<file path="src/rtl/fetch_ifid_stage.sv">
// Fetch PC register and IF/ID latch for the 16-bit WISC pipeline: stall hold,
// EX redirect flush, HALT parking and a saturating stall-cycle counter.
module fetch_ifid_stage #(
    parameter int                 WIDTH     = 16,
    parameter logic [WIDTH-1:0]   RESET_PC  = 16'h0000,
    parameter logic [WIDTH-1:0]   NOP_INSTR = 16'h0800,
    parameter logic [4:0]         HALT_OPC  = 5'b00000
) (
    input  logic             clk,
    input  logic             rst_n,
    input  logic             stall_i,
    input  logic             redirect_i,
    input  logic [WIDTH-1:0] redirect_pc_i,
    input  logic [WIDTH-1:0] imem_instr_i,
    input  logic             imem_valid_i,
    output logic [WIDTH-1:0] imem_addr_o,
    output logic             imem_en_o,
    output logic [WIDTH-1:0] if_id_instr_o,
    output logic [WIDTH-1:0] if_id_pc2_o,
    output logic             if_id_valid_o,
    output logic             halted_o,
    output logic [15:0]      stall_cnt_o
);

    // Two-state fetch FSM; halted_o is the registered state and doubles as its debug view.
    typedef enum logic {
        RUN    = 1'b0,
        HALTED = 1'b1
    } state_t;

    state_t           state_q, state_d;
    logic [WIDTH-1:0] pc_q, pc_d;
    logic [WIDTH-1:0] instr_q, instr_d;
    logic [WIDTH-1:0] pc2_q, pc2_d;
    logic             valid_q, valid_d;
    logic [15:0]      cnt_q, cnt_d;
    logic [WIDTH-1:0] pc_plus2;

    assign pc_plus2 = pc_q + WIDTH'(2);

    always_ff @(posedge clk or negedge rst_n) begin
        if (!rst_n) begin
            state_q <= RUN;
            pc_q    <= RESET_PC;
            instr_q <= NOP_INSTR;
            pc2_q   <= '0;
            valid_q <= 1'b0;
            cnt_q   <= '0;
        end else begin
            state_q <= state_d;
            pc_q    <= pc_d;
            instr_q <= instr_d;
            pc2_q   <= pc2_d;
            valid_q <= valid_d;
            cnt_q   <= cnt_d;
        end
    end

    // Fetch handshake: imem_en_o requests the word at imem_addr_o; a word is
    // consumed on a clock edge only when imem_en_o and imem_valid_i are both high.
    always_comb begin
        state_d = state_q;
        pc_d    = pc_q;
        instr_d = instr_q;
        pc2_d   = pc2_q;
        valid_d = valid_q;
        cnt_d   = cnt_q;
        if (redirect_i) begin
            pc_d    = {redirect_pc_i[WIDTH-1:1], 1'b0};
            instr_d = NOP_INSTR;
            pc2_d   = '0;
            valid_d = 1'b0;
            state_d = RUN;
        end else if (stall_i) begin
            if (cnt_q != 16'hFFFF) cnt_d = cnt_q + 16'd1;
        end else if (state_q == HALTED || !imem_valid_i) begin
            instr_d = NOP_INSTR;
            pc2_d   = '0;
            valid_d = 1'b0;
        end else begin
            // HALT itself is latched valid so it retires; the PC parks on it.
            instr_d = imem_instr_i;
            pc2_d   = pc_plus2;
            valid_d = 1'b1;
            if (imem_instr_i[WIDTH-1:WIDTH-5] == HALT_OPC) state_d = HALTED;
            else                                          pc_d    = pc_plus2;
        end
    end

    assign imem_addr_o   = pc_q;
    assign imem_en_o     = (state_q == RUN) & ~stall_i & ~redirect_i;
    assign if_id_instr_o = instr_q;
    assign if_id_pc2_o   = pc2_q;
    assign if_id_valid_o = valid_q;
    assign halted_o      = (state_q == HALTED);
    assign stall_cnt_o   = cnt_q;

endmodule

</file>
<file path="config.mk">
export PLATFORM = sky130hd
export DESIGN_NAME = fetch_ifid_stage
export DESIGN_NICKNAME = d
export VERILOG_FILES = /design/src/rtl/fetch_ifid_stage.sv
export SDC_FILE = /design/constraint.sdc
export NUM_CORES = 1
export LEC_CHECK = 0
export BUFFER_PORTS_ARGS = -buffer_cell sky130_fd_sc_hd__buf_2
export CORE_MARGIN = 5
export CORE_UTILIZATION = 38
export CTS_BUF_LIST = sky130_fd_sc_hd__clkbuf_4
export DETAILED_ROUTE_END_ITERATION = 10
export GPL_TIMING_DRIVEN = 0
export PLACE_DENSITY_LB_ADDON = 0.2
export SKIP_LAST_GASP = 1
export SLEW_MARGIN = 20
export SYNTH_ARGS = -nofsm -noshare
export SYNTH_HDL_FRONTEND = slang
export SYNTH_SLANG_ARGS = --single-unit
</file>
<file path="constraint.sdc">
create_clock -name clk -period 5.65 [get_ports clk]
set_input_delay 0.565 -clock clk [delete_from_list [all_inputs] [get_ports clk]]
set_output_delay 0.565 -clock clk [all_outputs]
set_load 0.02 [all_outputs]
</file>
==> metrics <==
final core utilization=49.9%; Tot GR Track Use=16.9%; core region area=7810 µm²; GRT overflow=0; CTS Buffer Depth=2; Final Hold Fails=0; CTS root buf=clkbuf_4; GRT met3 Usage=3.68%; nature of the critical path endpoint=flop; total CTS buffers=9; Worst-Margin Slew=0.560 ns; WHS Path Cells=3; hold crit path type=input port to flop; Final Skew=0.0163 ns; dpl cell area=3730 µm²; most frequent cells in the layout=buf_2 (104), dfrtp_1 (64), nand2_1 (43); Buf+Inv Stages, Crit Path=1; Tot Pwr=1.16 mW; CTS sink count=65; syn avg cell area=10.6 µm²; Placer Congestion=0.775; hold path start=redirect_pc_i[6]; Setup Buffers After CTS=0; global-route met1 utilization=24.6%; Worst Path Max Fanout=8; DRT Pass-1 Iters=4; PwrDens=298 nW/µm²; max-slew headroom at the worst pin=62.6%; Worst setup SP type=flop; Tmin final=2.04 ns; post-route cell area=3890 µm²; Post-route DRC=0; RSZ-0062 raised after global routing=no; cell depth of the worst flop-to-flop path=6; met2 Usage GRT=25.1%; fmax=0.490 GHz; Leak=1.89 nW; RR Endpoint=stall_cnt_o[1]$_DFFE_PN0P_; Layout area overhead=27.1%; peak supply drop=0.000125 V; Cells after Synth=290; hold path endpoint=imem_addr_o[6]$_DFFE_PN0P_; Worst EP required=5.93 ns; Post-Syn Nets=329; # diodes=0; Initial Util=39.2%; first-pass GRT wire length=13,300 µm; # IOs=104; Final setup viols=0; critical path, cell by cell=ha_1 > nand3_2 > or4_4 > buf_6 > nand2_4 > mux2_4; CP max stage cell=or4_4; H-Tree Depth=3; status=completed; DP Wirelength=5910 µm; Clock transition at path regs=0.11 ns; die width=99.8 µm; vias in the first global route=2,598; Worst path max stage delay=0.53 ns; Worst Path Arrival=2.32 ns; GRT busiest layer=met2; via count=2,523; synthesized area=3060 µm²; CTS tree=built; CP Class=flop to flop; Seq cells post-synth=65; die height=99.8 µm; Final Net Count=443; fin crit share=36.1%; initial antenna violation count=0; largest net degree at the start of global routing=49; Async S/R FF share, synth=100%; FP Rows=32; worst-skew pair later-pin latency=0.40 ns; Routed Antenna Nets=0; setup TNS=0 ns; Synth cell types=44; Slew Viols, Final=0; initial DRC count=82; drt wl/cell=15.5 µm; Top Family by Delay on Critical Path=simple AND/OR/NAND/NOR gates; most common cell after layout, fill and taps aside=buf_2; synth warn=0; vias per cell=4.94; R2R Path Start=stall_cnt_o[0]$_DFFE_PN0P_; maxcap violations=0; IO Port Bufs=101; sequential area share after synthesis=53.1%; R2R setup slack=3.61 ns; ys flop type=dfrtp_1; pre-CTS WS=3.45 ns; die footprint=9960 µm²; share of cells above drive strength 1=34.0%; PnR worst setup slack=3.61 ns; EDFF count, synth=0; final WL=7920 µm
-- synthesized netlist by cell type, types with 4 or more instances --
| cell | count | share of area [%] |
|---|---|---|
| a22oi_1 | 5 | 1.2 |
| xnor2_1 | 27 | 7.7 |
| nor2_1 | 17 | 2.1 |
| a22o_1 | 16 | 4.6 |
| xor2_1 | 13 | 3.7 |
| o21ai_0 | 23 | 3.8 |
| buf_2 | 4 | 0.65 |
| dfrtp_1 | 64 | 52 |
| clkbuf_1 | 9 | 1.1 |
| nand3_1 | 13 | 2.1 |
| and3_1 | 5 | 1.0 |
| nand2_1 | 43 | 5.3 |
| nor3_1 | 5 | 0.82 |
| nand4_1 | 5 | 1.0 |
-- routing by layer --
metal / vias up / routed length (µm)
li1: 1234 / -
met1: 1183 / 3730
met2: 98 / 3450
met3: 8 / 671
met4: 0 / 78
met5: - / 0
-- cell type report --
cell class / instances / area (µm²)
fillers: 760 / 3910
flip-flops and latches: 65 / 1630
multi-input cells: 207 / 1350
repair buffers: 103 / 546
well taps: 102 / 128
clock buffers: 12 / 90.1
plain buffers: 16 / 76.3
clock inverters: 4 / 67.6
inverters: 2 / 7.51
-- where the power goes --
part	switching, mW	internal (mW)
Clock	0.160	0.192
Combinational	0.154	0.0987
Sequential	0.0496	0.507
Total	0.364	0.798
-- worst max path at each step --
stage	slack, ns	startpoint	to	depth (start not counted)
finish	3.61	stall_cnt_o[0]$_DFFE_PN0P_	stall_cnt_o[1]$_DFFE_PN0P_	6
global route	3.50	imem_addr_o[1]$_DFFE_PN0P_	imem_addr_o[13]$_DFFE_PN0P_	6
CTS	3.58	imem_addr_o[1]$_DFFE_PN0P_	imem_addr_o[13]$_DFFE_PN0P_	6
detailed placement	3.45	imem_instr_i[13]	imem_addr_o[13]$_DFFE_PN0P_	6
global placement	3.46	imem_instr_i[13]	imem_addr_o[13]$_DFFE_PN0P_	6
floorplan	3.63	stall_cnt_o[0]$_DFFE_PN0P_	stall_cnt_o[1]$_DFFE_PN0P_	6
-- state kept, by name, summed over array words and instances, names as in the netlist --
name,flops
stall_cnt_o,16
if_id_valid_o,1
imem_addr_o,15
halted_o,1
if_id_instr_o,16
if_id_pc2_o,16
-- tightest hold or removal path, cell delays in order --
cell and delay, ns:
buf_2 0.07, nand2_1 0.04, o21ai_0 0.06
-- repair_timing --
action,4_1_cts,5_1_grt
hold endpoints to repair,5,0
hold buffers,1,0
resized for setup,0,0
-- kinds of logic (layout without fill, tap and decap cells) --
group,after synthesis,count (layout),synth area share [%]
buf+inv,18,137,2.74
simple gates,108,108,17.7
flops,65,65,53.1
mux,3,3,1.18
compound gates,53,53,12.9
other cells,1,1,0.122
fa+ha+maj,2,2,0.817
xor+xnor,40,40,11.4
-- through the flow --
step | hold WS (ns) | std cells
after floorplan | 0.269 | 290
after global placement | 0.456 | 493
after detailed placement | 0.463 | 494
after CTS | 0.336 | 511
after global routing | 0.344 | 511
final | 0.361 | 511
Power figures use the tool's default switching activity.
